### src/rtl/ram_port_arbiter.sv
// Purpose: shares a 1-cycle-latency single-port RAM between the CPU (rd/wr) and the readout engine (rd only), and sequences readout start.
// Latency: ack one cycle after the request is taken in IDLE, read data the cycle after ack; one access per 3 cycles.
// Backpressure: requesters hold req until their ack; CPU may win at most MAX_CPU_STREAK times in a row while readout waits.
module ram_port_arbiter #(
    parameter int AW             = 6,
    parameter int DW             = 16,
    parameter int MAX_CPU_STREAK = 4,
    parameter int START_DELAY    = 15
) (
    input  logic          clk,
    input  logic          reset,
    input  logic          cpu_req,
    input  logic          cpu_we,
    input  logic [AW-1:0] cpu_addr,
    input  logic [DW-1:0] cpu_wdata,
    output logic          cpu_ack,
    output logic [DW-1:0] cpu_rdata,
    output logic          cpu_rvalid,
    input  logic          rd_req,
    input  logic [AW-1:0] rd_addr,
    output logic          rd_ack,
    output logic [DW-1:0] rd_rdata,
    output logic          rd_rvalid,
    output logic          ram_en,
    output logic          ram_we,
    output logic [AW-1:0] ram_addr,
    output logic [DW-1:0] ram_din,
    input  logic [DW-1:0] ram_dout,
    input  logic          cpu_done,
    output logic          rd_start
);

    localparam int SW = $clog2(MAX_CPU_STREAK + 1);
    localparam int CW = $clog2(START_DELAY + 1);
    localparam logic [SW-1:0] STREAK_MAX = SW'(MAX_CPU_STREAK);
    localparam logic [CW-1:0] DELAY_MAX  = CW'(START_DELAY);

    typedef enum logic [1:0] {
        IDLE  = 2'd0,
        ISSUE = 2'd1,
        DATA  = 2'd2
    } state_t;

    state_t        state_q;
    state_t        state_d;
    logic          win_rd_q;   // 1 = current access belongs to the readout engine
    logic          acc_we_q;   // current access is a write (ram_we is gone by DATA)
    logic [SW-1:0] streak_q;
    logic [CW-1:0] cnt_q;
    logic          started_q;
    logic          any_req;
    logic          pick_rd;

    // Readout wins when alone, or when the CPU has used up its streak allowance.
    assign any_req = cpu_req | rd_req;
    assign pick_rd = rd_req & (~cpu_req | (streak_q == STREAK_MAX));

    // Next-state: a request in IDLE starts a fixed IDLE->ISSUE->DATA walk.
    always_comb begin
        state_d = state_q;
        case (state_q)
            IDLE:    if (any_req) state_d = ISSUE;
            ISSUE:   state_d = DATA;
            DATA:    state_d = IDLE;
            default: state_d = IDLE;
        endcase
    end

    // State register.
    always_ff @(posedge clk) begin
        if (reset) state_q <= IDLE;
        else       state_q <= state_d;
    end

    // RAM command register, winner bookkeeping and CPU streak counter.
    always_ff @(posedge clk) begin
        if (reset) begin
            ram_en   <= 1'b0;
            ram_we   <= 1'b0;
            ram_addr <= '0;
            ram_din  <= '0;
            win_rd_q <= 1'b0;
            acc_we_q <= 1'b0;
            streak_q <= '0;
        end else begin
            case (state_q)
                IDLE: begin
                    if (any_req) begin
                        ram_en   <= 1'b1;
                        win_rd_q <= pick_rd;
                        if (pick_rd) begin
                            ram_we   <= 1'b0;
                            ram_addr <= rd_addr;
                            ram_din  <= '0;
                            acc_we_q <= 1'b0;
                            streak_q <= '0;
                        end else begin
                            ram_we   <= cpu_we;
                            ram_addr <= cpu_addr;
                            ram_din  <= cpu_wdata;
                            acc_we_q <= cpu_we;
                            if (rd_req && (streak_q != STREAK_MAX))
                                streak_q <= streak_q + 1'b1;
                        end
                    end
                end
                ISSUE: begin
                    // Command lives for exactly one cycle; address/data hold.
                    ram_en <= 1'b0;
                    ram_we <= 1'b0;
                end
                default: ;
            endcase
        end
    end

    // Start sequencer: count cpu_done-high cycles, fire once, then stay quiet until reset.
    always_ff @(posedge clk) begin
        if (reset) begin
            cnt_q     <= '0;
            started_q <= 1'b0;
        end else if (!started_q) begin
            if (cnt_q == DELAY_MAX)
                started_q <= 1'b1;
            else if (cpu_done)
                cnt_q <= cnt_q + 1'b1;
            else
                cnt_q <= '0;
        end
    end

    assign cpu_ack    = (state_q == ISSUE) & ~win_rd_q;
    assign rd_ack     = (state_q == ISSUE) &  win_rd_q;
    assign cpu_rvalid = (state_q == DATA)  & ~win_rd_q & ~acc_we_q;
    assign rd_rvalid  = (state_q == DATA)  &  win_rd_q & ~acc_we_q;
    assign cpu_rdata  = ram_dout;
    assign rd_rdata   = ram_dout;
    assign rd_start   = ~started_q & (cnt_q == DELAY_MAX);

endmodule

### config.mk
export PLATFORM = sky130hd
export DESIGN_NAME = ram_port_arbiter
export DESIGN_NICKNAME = d
export VERILOG_FILES = /design/src/rtl/ram_port_arbiter.sv
export SDC_FILE = /design/constraint.sdc
export NUM_CORES = 1
export LEC_CHECK = 0
export ABC_AREA = 1
export CAP_MARGIN = 10
export CORE_ASPECT_RATIO = 0.8
export CORE_UTILIZATION = 41
export CTS_BUF_LIST = sky130_fd_sc_hd__clkbuf_4 sky130_fd_sc_hd__clkbuf_8
export DETAILED_ROUTE_END_ITERATION = 16
export PLACE_DENSITY = 0.88
export SETUP_SLACK_MARGIN = 0.5
export SLEW_MARGIN = 20
export SYNTH_ARGS = -nofsm -noshare
export SYNTH_HDL_FRONTEND = slang
export SYNTH_SLANG_ARGS = --single-unit
### constraint.sdc
create_clock -name clk -period 3.35 [get_ports clk]
set_input_delay 0.8375 -clock clk [delete_from_list [all_inputs] [get_ports clk]]
set_output_delay 0.8375 -clock clk [all_outputs]
set_load 0.03 [all_outputs]
After elaboration in Yosys (flattened, before gate mapping) --
Index checks and enable logic that the tools add are counted.
Word-level totals: flip-flop bits (word level) 36, input bits 50, output and inout port bits 61, word-level logic and storage cells 55
Operators by class: $add $sub $neg 2, eq/ne operators 6, multiplexer cells 14, bitwise gates (word level) 15, reductions and logical operators 8
Operators with widths (number):
- two-way mux 16 bit | 1
- bitwise AND 1 bit | 8
- two-way mux 3 bit | 2
- two-way mux 6 bit | 1
- AND reduction 2 bit | 3
- two-way mux 1 bit | 5
- inverter 1 bit | 5
- adder 4 x 1 -> 4 bit, second input constant | 1
- == test 4 bit, second input constant | 1
- two-way mux 4 bit | 1
- case mux 1 bit (2 select lines) | 2
- case mux 2 bit (2 select lines) | 1
- nonzero test 2 bit | 2
- adder 3 x 1 -> 3 bit, second input constant | 1
- == test 3 bit, second input constant | 1
- inequality test 3 bit, second input constant | 1
- AND reduction 3 bit | 1
- == test 2 x 1 -> 1 bit, second input constant | 1
- == test 2 bit, second input constant | 1
- zero test 2 bit | 1
- two-way mux 2 bit | 1
- inequality test 2 bit, second input constant | 1
- bitwise OR 1 bit | 2
- logical AND 1 bit | 1

Depth between registers and ports, before layout --
Gate-level depths: netlist (run 1).
word-level depth 6, mapped depth 9, depth with buffers taken out 8

Worst setup path before layout (run 1) --
Ideal clock, no wire load.
path type flip-flop to output port, from register win_rd_q, to output port rd_rvalid, arrival 1.342 ns, data required time 2.513 ns, path slack 1.171 ns, cell stages (with the launch flop) 3, path buffers 0, cells stage by stage dfxtp_1 -> inv_1 -> nor4_1
On the way: longest elaborated chain between the ends 2
RTL lines:
- from (decl) | RTL line 46 | logic win_rd_q;
- from (signal assigned) | RTL line 90 | win_rd_q <= pick_rd;
- bitwise AND 1 bit (2 in series) | RTL line 135 | assign rd_rvalid = (state_q == DATA) & win_rd_q & ~acc_we_q;
- to (decl) | RTL line 23 | output logic rd_rvalid,
No other way between the ends.

Worst setup path after layout (run 1) --
Same ends and word-level chain as after synthesis.

==> summary.txt, run 1 <==
Syn nets = 300
Antenna viol nets, final = 0
Max Freq = 0.389 GHz
Synth cell count leaders = nand2_1 (48), dfxtp_1 (36), buf_4 (35)
H-tree levels = 2
Total Power = 1.10 mW
Vias in the first global route = 1358
Clk slew on worst S/H paths = 70 ps
Fraction of layout cells with a size suffix above 1 = 0.0433
Skew-Pair Late Insertion Delay = 280 ps
TritonCTS clock tree = yes
Yosys top cell area share = 0.405
Cell Area, Placed = 0.00219 mm2
Slew margin rel. = 0.563
Hold Buf Count CTS = 0
Final core utilization = 0.551
Status = finished, final reports clean
RSZ-0062 raised after global routing = false
Syn Inst Count = 247
Cell area after synthesis = 0.00178 mm2
P_int = 0.791 mW
GP Congestion = 0.776
Starting Density = 0.426
Tcrit/Tclk final = 0.767
Sw Ratio = 0.283
Crit Path Max Fanout = 3
Num CTS Buffers = 5
Die Area = 0.00461 mm2
Final Skew = 7.20 ps
Netlist cell types = 17
Maximum vdd drop = 0.254 mV
CTS max path bufs = 2
Row count = 21
# resized after CTS = 0
Cell area after layout = 0.00230 mm2
P&R area growth vs syn = 29.6%
Most instantiated library cell after synthesis = nand2_1
Vias = 1557
Hold Startpoint = ram_din[4]$_SDFFE_PP0P_
Pwr/cell area = 479 mW/mm2
Ranking of synthesized cells by area = dfxtp_1 (41%), buf_4 (15%), nand2_1 (10%)
Reg power frac = 0.432
Final hold viol count = 0
Gr ovfl total = 0
Min-Delay Path Depth = 2
Register area share after synthesis = 0.405
EDFF count, synth = 0
TritonRoute pass-1 iters = 4
R2R depth = 7
Die Y = 60.9 um
Ys flop type = dfxtp_1
Setup CP Type = flip-flop to output pin
R2R Setup Slk = 1360 ps
CTS root buf = clkbuf_8
DR vias/cell = 4.66
Final setup viols = 0
Max-slew violations = 0
Drt drc = 0
Total GRT Usage = 0.173
Clock network power share = 0.339
Dpl hpwl = 2610 um
First-pass GRT wire length = 5870 um
Post-layout min period = 2570 ps
Die width = 75.6 um
Clock sink total = 36
Fin nets = 329
Max Cap Viol = 0
IO Port Bufs = 62
Hold EP = ram_din[4]$_SDFFE_PP0P_
Antenna cells = 0
Sw Pwr = 0.313 mW
Worst R2R Start = streak_q[0]$_SDFFE_PP0P_
Initial antenna violation count = 0
CP startpoint kind = flip-flop
R2R Path End = ram_din[1]$_SDFFE_PP0P_
Worst Path Required = 2510 ps
Worst setup EP type = output pin
Drt wl/cell = 11.3 um
Largest net degree at the start of global routing = 24
WP data arrival = 1730 ps
Synth Warn # = 0
Post-CTS Setup Bufs = 0
Cell taking the most area after synthesis = dfxtp_1
Final wirelength = 3760 um
Setup_tns = 0 ps
Core area = 0.00418 mm2
Synth async-reset ratio = 0
Flops & latches, synth = 36
Worst slew pin tran = 654 ps
Top Ports = 111
DR iter-0 viols = 116
Comb pwr share = 0.229
Lkg Pwr = 0.939 nW
Hold Crit Class = flip-flop to flip-flop
Post-synthesis area per instance = 7.20 um2
[sequential cells by signal, summed over array words and instances, names as in the netlist]
name and cells:
started_q 1, ram_addr 6, streak_q 3, ram_din 16
ram_we 1, win_rd_q 1, cnt_q 4, acc_we_q 1
state_q 2, ram_en 1
[stage by stage]
step	instances	hold WS (ps)	worst slack (ps)
2_1_floorplan	247	452	1170
3_3_place_gp	326	454	647
3_5_place_dp	326	455	597
4_1_cts	334	466	770
5_1_grt	334	483	595
6_report	334	467	782
[cell families (layout without fill, tap and decap cells)]
logic type                 after synthesis  in the layout  share of synthesized area
AOI/OAI and AO/OA                       41             41                      0.118
adders and majority gates                3              3                     0.0211
buffers and inverters                   63             93                      0.211
DFF                                     36             36                      0.405
and+or+nand+nor                        104            104                      0.244
[final cells by class]
type	instances	area, um2
clock buffers	5	68.8
fillers	392	1870
flip-flops and latches	36	721
repair buffers	65	643
multi-input cells	148	682
clock inverters	3	42.5
well taps	57	71.3
inverters	20	75.1
[cell usage in the layout, fill, tap and decap left out]
| cell type | Yosys | final |
|---|---|---|
| a21boi_0 | 1 | 1 |
| a21oi_1 | 30 | 30 |
| a22oi_1 | 1 | 1 |
| buf_4 | 35 | 3 |
| bufinv_16 | 0 | 1 |
| clkbuf_8 | 0 | 5 |
| clkdlybuf4s50_1 | 0 | 62 |
| clkinv_2 | 0 | 1 |
| clkinvlp_4 | 0 | 1 |
| dfxtp_1 | 36 | 36 |
| ha_1 | 3 | 3 |
| inv_1 | 20 | 20 |
| nand2_1 | 48 | 48 |
| nand3_1 | 27 | 27 |
| nand4_1 | 1 | 1 |
| nor2_1 | 25 | 25 |
| nor2_2 | 1 | 1 |
| nor4_1 | 2 | 2 |
| o21ai_0 | 8 | 8 |
| o21ai_1 | 1 | 1 |
[metal layers]
| metal | vias to the layer above | track usage | part of all wire |
|---|---|---|---|
| li1 | 820 | - | - |
| met3 | 9 | 0.0631 | 0.056 |
| met1 | 677 | 0.216 | 0.46 |
| met4 | 0 | 0.0767 | 0.017 |
| met5 | - | 0 | 0 |
| met2 | 51 | 0.269 | 0.47 |
[power groups by stage]
stage | Combinational [mW] | Clock (mW) | Sequential (mW)
finish | 0.253 | 0.374 | 0.477
global route | 0.275 | 0.402 | 0.481
CTS | 0.254 | 0.384 | 0.477
detailed placement | 0.252 | 0 | 0.486
global placement | 0.247 | 0 | 0.487
floorplan | 0.169 | 0 | 0.532
[critical path: stages (launching register included)]
cell             delay [ps]
dfxtp_1                 380
inv_1                    90
nor4_1                  240
clkdlybuf4s50_1         730
[worst max path at each step]
stage	slack, ps	cells after the start	endpoint	start
after global routing	600	6	ram_din[1]$_SDFFE_PP0P_	rd_req
after floorplan	1170	2	rd_rvalid	win_rd_q$_SDFFE_PP0P_
final	780	3	rd_rvalid	win_rd_q$_SDFFE_PP0P_
after global placement	650	6	ram_we$_SDFFE_PP0P_	rd_req
after detailed placement	600	6	acc_we_q$_SDFFE_PP0P_	rd_req
after CTS	770	3	rd_rvalid	win_rd_q$_SDFFE_PP0P_
No activity file was read; power rests on OpenSTA's default activity.
==> inputs of run 2 (changes only) <==
--- a/config.mk
+++ b/config.mk
@@ -8,10 +8,10 @@
 export ABC_AREA = 1
 export CAP_MARGIN = 10
 export CORE_ASPECT_RATIO = 0.8
-export CORE_UTILIZATION = 41
+export CORE_UTILIZATION = 34
 export CTS_BUF_LIST = sky130_fd_sc_hd__clkbuf_4 sky130_fd_sc_hd__clkbuf_8
 export DETAILED_ROUTE_END_ITERATION = 16
-export PLACE_DENSITY = 0.88
+export PLACE_DENSITY = 0.78
 export SETUP_SLACK_MARGIN = 0.5
 export SLEW_MARGIN = 20
 export SYNTH_ARGS = -nofsm -noshare
==> constraint.sdc (replaced) <==
create_clock -name clk -period 2.3 [get_ports clk]
set_input_delay 0.575 -clock clk [delete_from_list [all_inputs] [get_ports clk]]
set_output_delay 0.575 -clock clk [all_outputs]
set_load 0.03 [all_outputs]
==> run 2 against run 1 <==
  * Sequential share of layout area barely moved
  * Die area rose by 20%
  * Worst setup slack got worse by 210 ps
  * Non-clock buffer count up 4
  * Core utilization down 8.9 points
  * Worst hold slack worse by 3.5 ps
  * Clock power increased by 47%
  * Total power increased by 44%
  * Critical endpoint is now rd_start
==> summary.txt, run 2 (same netlist as run 1, synthesis figures left out) <==
Final Skew = 8.69 ps (+1.49 ps)
P_int = 1.13 mW (+43%)
Dpl hpwl = 2650 um (+1.6%)
Pre-CTS setup slack = 311 ps (-286 ps)
Cell area after layout = 0.00232 mm2 (+0.54%)
Core area = 0.00501 mm2 (+20%)
Worst path slowest cell = dfxtp_2
RSZ-0062 raised after global routing = true
First-pass GRT wire length = 6400 um (+9.1%)
Biggest regs = ram_din: 16 flops, ram_addr: 6 flops, cnt_q: 4 flops
Die width = 82.9 um (+9.6%)
Largest reg by FF count = ram_din
WP data arrival = 1150 ps (-580 ps)
CTS root buf = clkbuf_8
GP Congestion = 0.771 (-0.62%)
Die Y = 66.7 um (+9.5%)
CP startpoint kind = flip-flop
TritonRoute pass-1 iters = 4 (unchanged)
Lkg Pwr = 1.06 nW (+13%)
Cell Area, Placed = 0.00223 mm2 (+1.7%)
Antenna cells = 0 (unchanged)
Inst Count DP = 335 (+2.8%)
Max-slew violations = 0 (unchanged)
Sw Pwr = 0.460 mW (+47%)
Reg power frac = 0.436 (+0.004)
Worst Path Required = 1730 ps (-780 ps)
Final worst setup slack = 571 ps (-210 ps)
Crit Path Max Fanout = 3 (unchanged)
WP buf/inv = 1 (-1)
Total GRT Usage = 0.143 (-0.0298)
Most frequent cells in the layout = nand2_1 (48), clkdlybuf4s50_1 (33), dfxtp_1 (32)
R2R depth = 8 (+1)
IO Port Bufs = 62 (unchanged)
Antenna viol nets, final = 0 (unchanged)
Clk slew on worst S/H paths = 80 ps (about the same)
Vias = 1595 (+2.4%)
P&R area growth vs syn = 30.3%
Worst R2R Start = streak_q[0]$_SDFFE_PP0P_
Vias in the first global route = 1531 (+13%)
Num CTS Buffers = 5 (unchanged)
Final hold viol count = 0 (unchanged)
H-tree levels = 2 (unchanged)
Row count = 23 (+9.5%)
DR iter-0 viols = 41 (-65%)
Worst setup EP type = output pin
Final setup viols = 0 (unchanged)
Worst slew pin tran = 338 ps (-316 ps)
Pwr/cell area = 688 mW/mm2 (+44%)
Gr ovfl total = 0 (unchanged)
Setup CP Type = flip-flop to output pin
Worst-path cell chain = ha_4 > nand3_1 > nor2_1 > buf_4
Drt wl/cell = 11.1 um (-1.6%)
CP endpoint = rd_start
Finished Layout Cells = 343 (+2.7%)
Die Area = 0.00552 mm2 (+20%)
Sw Ratio = 0.289 (+0.00541)
Largest stage delay on the critical path = 360 ps (-370 ps)
DR vias/cell = 4.65 (-0.25%)
Critical path depth = 4 (+1)
Clock sink total = 36 (unchanged)
Slew margin rel. = 0.776 (+0.213)
Starting Density = 0.355 (-0.0705)
Hold Crit Class = flip-flop to flip-flop
Fin nets = 333 (+1.2%)
Top cell family by delay on the critical path = flip-flops
Total Power = 1.59 mW (+44%)
Max Freq = 0.578 GHz
Final wirelength = 3800 um (+1.0%)
R2R Path End = ram_we$_SDFFE_PP0P_
Max Cap Viol = 0 (unchanged)
TritonCTS clock tree = yes
Skew-Pair Late Insertion Delay = 290 ps (about the same)
Top Ports = 111 (unchanged)
Setup_tns = 0 ps (unchanged)
Initial antenna violation count = 0 (unchanged)
Post-layout min period = 1730 ps
Largest net degree at the start of global routing = 24 (unchanged)
Clock network power share = 0.345 (+0.006)
Status = finished, final reports clean
Commonest non-fill, non-tap cell in the layout = nand2_1
Crit path launch = cnt_q[0]$_SDFFE_PP0P_
Comb pwr share = 0.219 (-0.010)
R2R Setup Slk = 910 ps (-450 ps)
Post-CTS Setup Bufs = 0 (unchanged)
Maximum vdd drop = 0.329 mV (+29%)
Drt drc = 0 (unchanged)
Fraction of layout cells with a size suffix above 1 = 0.0996 (+0.0563)
Tcrit/Tclk final = 0.752
CTS max path bufs = 2 (unchanged)
Max FFs per register = 16 (unchanged)
## run 2: what timing repair did
action,4_1_cts,5_1_grt
resized for setup,51,12
pin swaps,0,1
setup endpoints to repair,29,5
hold buffers,0,0
## run 2: layout make-up
type | instances | area, um2
fillers | 533 | 2690
flip-flops and latches | 36 | 726
multi-input cells | 148 | 701
repair buffers | 69 | 626
well taps | 62 | 77.6
inverters | 20 | 75.1
clock buffers | 5 | 68.8
clock inverters | 3 | 42.5
## run 2: through the flow
step	util	hold slack, ps
after global placement	0.445	451
after detailed placement	0.445	455
after CTS	0.456	465
after global routing	0.463	483
final	0.463	464
after floorplan	-	452
## run 2: worst min path at each step
| stage | startpoint | end | slack (ps) | cells after the start |
|---|---|---|---|---|
| global placement | ram_din[13]$_SDFFE_PP0P_ | ram_din[13]$_SDFFE_PP0P_ | 450 | 2 |
| global route | ram_din[7]$_SDFFE_PP0P_ | ram_din[7]$_SDFFE_PP0P_ | 480 | 2 |
| CTS | ram_din[8]$_SDFFE_PP0P_ | ram_din[8]$_SDFFE_PP0P_ | 470 | 2 |
| floorplan | cnt_q[1]$_SDFFE_PP0P_ | cnt_q[1]$_SDFFE_PP0P_ | 450 | 2 |
| finish | ram_din[12]$_SDFFE_PP0P_ | ram_din[12]$_SDFFE_PP0P_ | 460 | 2 |
| detailed placement | ram_din[8]$_SDFFE_PP0P_ | ram_din[8]$_SDFFE_PP0P_ | 460 | 2 |
## run 2: layer usage
layer / wire length [um] / track usage / part of all wire / up-vias
li1: - / - / - / 829
met1: 1820 / 0.161 / 0.48 / 723
met2: 1610 / 0.239 / 0.42 / 35
met3: 308 / 0.0644 / 0.081 / 8
met4: 59 / 0.0603 / 0.016 / 0
met5: 0 / 0 / 0 / -
## run 2: power groups by stage
| stage | Sequential (mW) | Clock, mW | Combinational (mW) |
|---|---|---|---|
| 2_1_floorplan | 0.775 | 0 | 0.246 |
| 3_3_place_gp | 0.707 | 0 | 0.373 |
| 3_5_place_dp | 0.708 | 0 | 0.377 |
| 4_1_cts | 0.693 | 0.566 | 0.350 |
| 5_1_grt | 0.701 | 0.599 | 0.386 |
| 6_report | 0.695 | 0.549 | 0.350 |
## run 2: tightest hold or removal path: stages (launching register included)
cell and delay (ps):
dfxtp_1 310, nand2_1 60, a21oi_1 50
==> inputs of run 3 (changes only) <==
--- a/config.mk
+++ b/config.mk
@@ -8,10 +8,10 @@
 export ABC_AREA = 1
 export CAP_MARGIN = 10
 export CORE_ASPECT_RATIO = 0.8
-export CORE_UTILIZATION = 34
+export CORE_UTILIZATION = 38
 export CTS_BUF_LIST = sky130_fd_sc_hd__clkbuf_4 sky130_fd_sc_hd__clkbuf_8
 export DETAILED_ROUTE_END_ITERATION = 16
-export PLACE_DENSITY = 0.78
+export PLACE_DENSITY = 0.83
 export SETUP_SLACK_MARGIN = 0.5
 export SLEW_MARGIN = 20
 export SYNTH_ARGS = -nofsm -noshare
==> constraint.sdc (replaced) <==
create_clock -name clk -period 1.8 [get_ports clk]
set_input_delay 0.45 -clock clk [delete_from_list [all_inputs] [get_ports clk]]
set_output_delay 0.45 -clock clk [all_outputs]
set_load 0.03 [all_outputs]
==> run 3 against run 2 <==
  * Non-clock buffer count increased by 11
  * Sequential power is 29% higher
  * Via count increased by 5.0%
  * Register-to-register slack got worse by 530 ps
  * Cell area rose by 7.6%
  * Wire length up 13%
  * Highest routed layer unchanged
  * Core utilization grew 11 points
  * Global-route usage rose by 4.1 points
  * First-iteration DRC count decreased by 4.9%
  * Clock power is 9.5% higher
==> summary.txt, run 3 (same netlist as run 1, synthesis figures left out) <==
Status = finished, final reports clean
Max Freq = 0.639 GHz
Lkg Pwr = 1.08 nW (+2.2%)
H-tree levels = 2 (unchanged)
TritonCTS clock tree = yes
Hold Startpoint = ram_din[14]$_SDFFE_PP0P_
Worst setup EP type = output pin
Die Area = 0.00496 mm2 (-10%)
Largest net degree at the start of global routing = 24 (unchanged)
Biggest regs = ram_din: 16 flops, ram_addr: 6 flops, cnt_q: 4 flops
Setup_tns = 0 ps (unchanged)
Max Cap Viol = 0 (unchanged)
Final setup viols = 0 (unchanged)
Starting Density = 0.410 (+0.0550)
Hold Buf Count CTS = 0 (unchanged)
Fin nets = 344 (+3.3%)
CTS max path bufs = 2 (unchanged)
Multi-input gate area = 790 um2 (+13%)
Worst slew pin tran = 237 ps (-100 ps)
Fillers = 428 (-20%)
Final Skew = 6.86 ps (-1.83 ps)
Max FFs per register = 16 (unchanged)
Commonest non-fill, non-tap cell in the layout = nand2_1
P&R area growth vs syn = 40.1%
Die Y = 63.2 um (-5.2%)
Clock sink total = 36 (unchanged)
Gr ovfl total = 0 (unchanged)
Total GRT Usage = 0.184 (+0.0412)
CP endpoint = rd_rvalid
Antenna cells = 0 (unchanged)
Drt wl/cell = 12.3 um (+11%)
Crit path launch = state_q[0]$_SDFFE_PP0P_
First-pass GRT wire length = 7130 um (+11%)
R2R Setup Slk = 380 ps (-530 ps)
Setup CP Type = flip-flop to output pin
DR iter-0 viols = 39 (-4.9%)
Final hold viol count = 0 (unchanged)
Core area = 0.00434 mm2 (-13%)
Tcrit/Tclk final = 0.870
DR vias/cell = 4.80 (+3.2%)
Initial antenna violation count = 0 (unchanged)
WP data arrival = 1120 ps (-30 ps)
Num CTS Buffers = 5 (unchanged)
Vias = 1675 (+5.0%)
Largest reg by FF count = ram_din
Vias in the first global route = 1622 (+5.9%)
GP Congestion = 0.811 (+5.1%)
CP startpoint kind = flip-flop
Slew margin rel. = 0.841 (+0.0656)
R2R Path End = ram_addr[2]$_SDFFE_PP0P_
Cell Area, Placed = 0.00228 mm2 (+2.3%)
RSZ-0062 raised after global routing = true
TritonRoute pass-1 iters = 4 (unchanged)
Final wirelength = 4300 um (+13%)
Antenna viol nets, final = 0 (unchanged)
IO Port Bufs = 62 (unchanged)
Maximum vdd drop = 0.554 mV (+69%)
Post-layout min period = 1570 ps
Cell area after layout = 0.00249 mm2 (+7.6%)
Fraction of layout cells with a size suffix above 1 = 0.274 (+0.174)
Die width = 78.5 um (-5.3%)
Hold Crit Class = flip-flop to flip-flop
Max-slew violations = 0 (unchanged)
Row count = 21 (-8.7%)
R2R depth = 9 (+1)
Worst R2R Start = state_q[1]$_SDFFE_PP0P_
Drt drc = 0 (unchanged)
Top Ports = 111 (unchanged)
Clk slew on worst S/H paths = 70 ps (about the same)
Dpl hpwl = 2880 um (+8.9%)
CTS root buf = clkbuf_8
Skew-Pair Late Insertion Delay = 290 ps (about the same)
Pwr/cell area = 818 mW/mm2 (+19%)
Worst Path Required = 1350 ps (-380 ps)
Crit Path Max Fanout = 4 (+1)
Most frequent cells in the layout = nand2_1 (45), clkdlybuf4s50_1 (31), a21oi_1 (28), dfxtp_1 (28), nand3_1 (26)
Register area = 736 um2 (+1.4%)
-- run 3: changes by cell type in the layout (fill, tap and decap cells not counted), moves of 4 or more --
cell           before  now
buf_2               2    6
buf_4              10   25
buf_6               0   11
clkbuf_4            0    5
dfxtp_1            32   28
dlygate4sd2_1      24    2
nor2_1             25   20
-- run 3: layout make-up --
class,count,share of cell area
Multi-Input combinational cell,148,0.317
Timing Repair Buffer,80,0.289
Clock buffer,7,0.0362
Inverter,20,0.0311
Clock inverter,1,0.00301
Tap cell,57,0.0286
Sequential cell,36,0.295
-- run 3: worst min-delay path by stage --
stage	endpoint	slack [ps]	cells past startpoint
floorplan	cnt_q[1]$_SDFFE_PP0P_	450	2
detailed placement	ram_din[14]$_SDFFE_PP0P_	460	2
global route	ram_din[5]$_SDFFE_PP0P_	500	2
finish	ram_din[14]$_SDFFE_PP0P_	470	2
CTS	ram_din[14]$_SDFFE_PP0P_	470	2
global placement	ram_din[9]$_SDFFE_PP0P_	450	2
-- run 3: timing repair --
item | 4_1_cts | 5_1_grt
gates cloned | 3 | 1
gates resized for setup | 144 | 50
buffers inserted | 3 | 2
setup endpoints to repair | 57 | 51
pin swaps | 3 | 2
-- run 3: per-layer routing --
layer  vias up  global-route usage  routed length (um)
met4         0              0.0833                  61
met5         -                   0                   0
met2        69               0.285                2010
met1       744               0.221                1890
li1        855                   -                   -
met3         7              0.0797                 343
-- run 3: metrics by stage --
step / total power, mW / setup slack [ps] / cells / utilization / hold slack (ps)
global placement: 1.40 / 95.5 / 332 / 0.526 / 450
CTS: 2.02 / 226 / 346 / 0.548 / 467
finish: 2.04 / 235 / 349 / 0.575 / 467
detailed placement: 1.41 / 34.5 / 332 / 0.526 / 458
global route: 2.14 / 194 / 349 / 0.575 / 495
floorplan: 1.32 / 446 / 247 / - / 452
-- run 3: critical path: stages, from the launching register on --
cell and delay, ps:
dfxtp_4 380, nor4_4 260, buf_4 190
-- run 3: power breakdown --
| part | total, mW | switching, mW | internal [mW] |
|---|---|---|---|
| combinational | 0.538 | 0.296 | 0.242 |
| clock | 0.601 | 0.276 | 0.326 |
| sequential | 0.898 | 0.0423 | 0.856 |
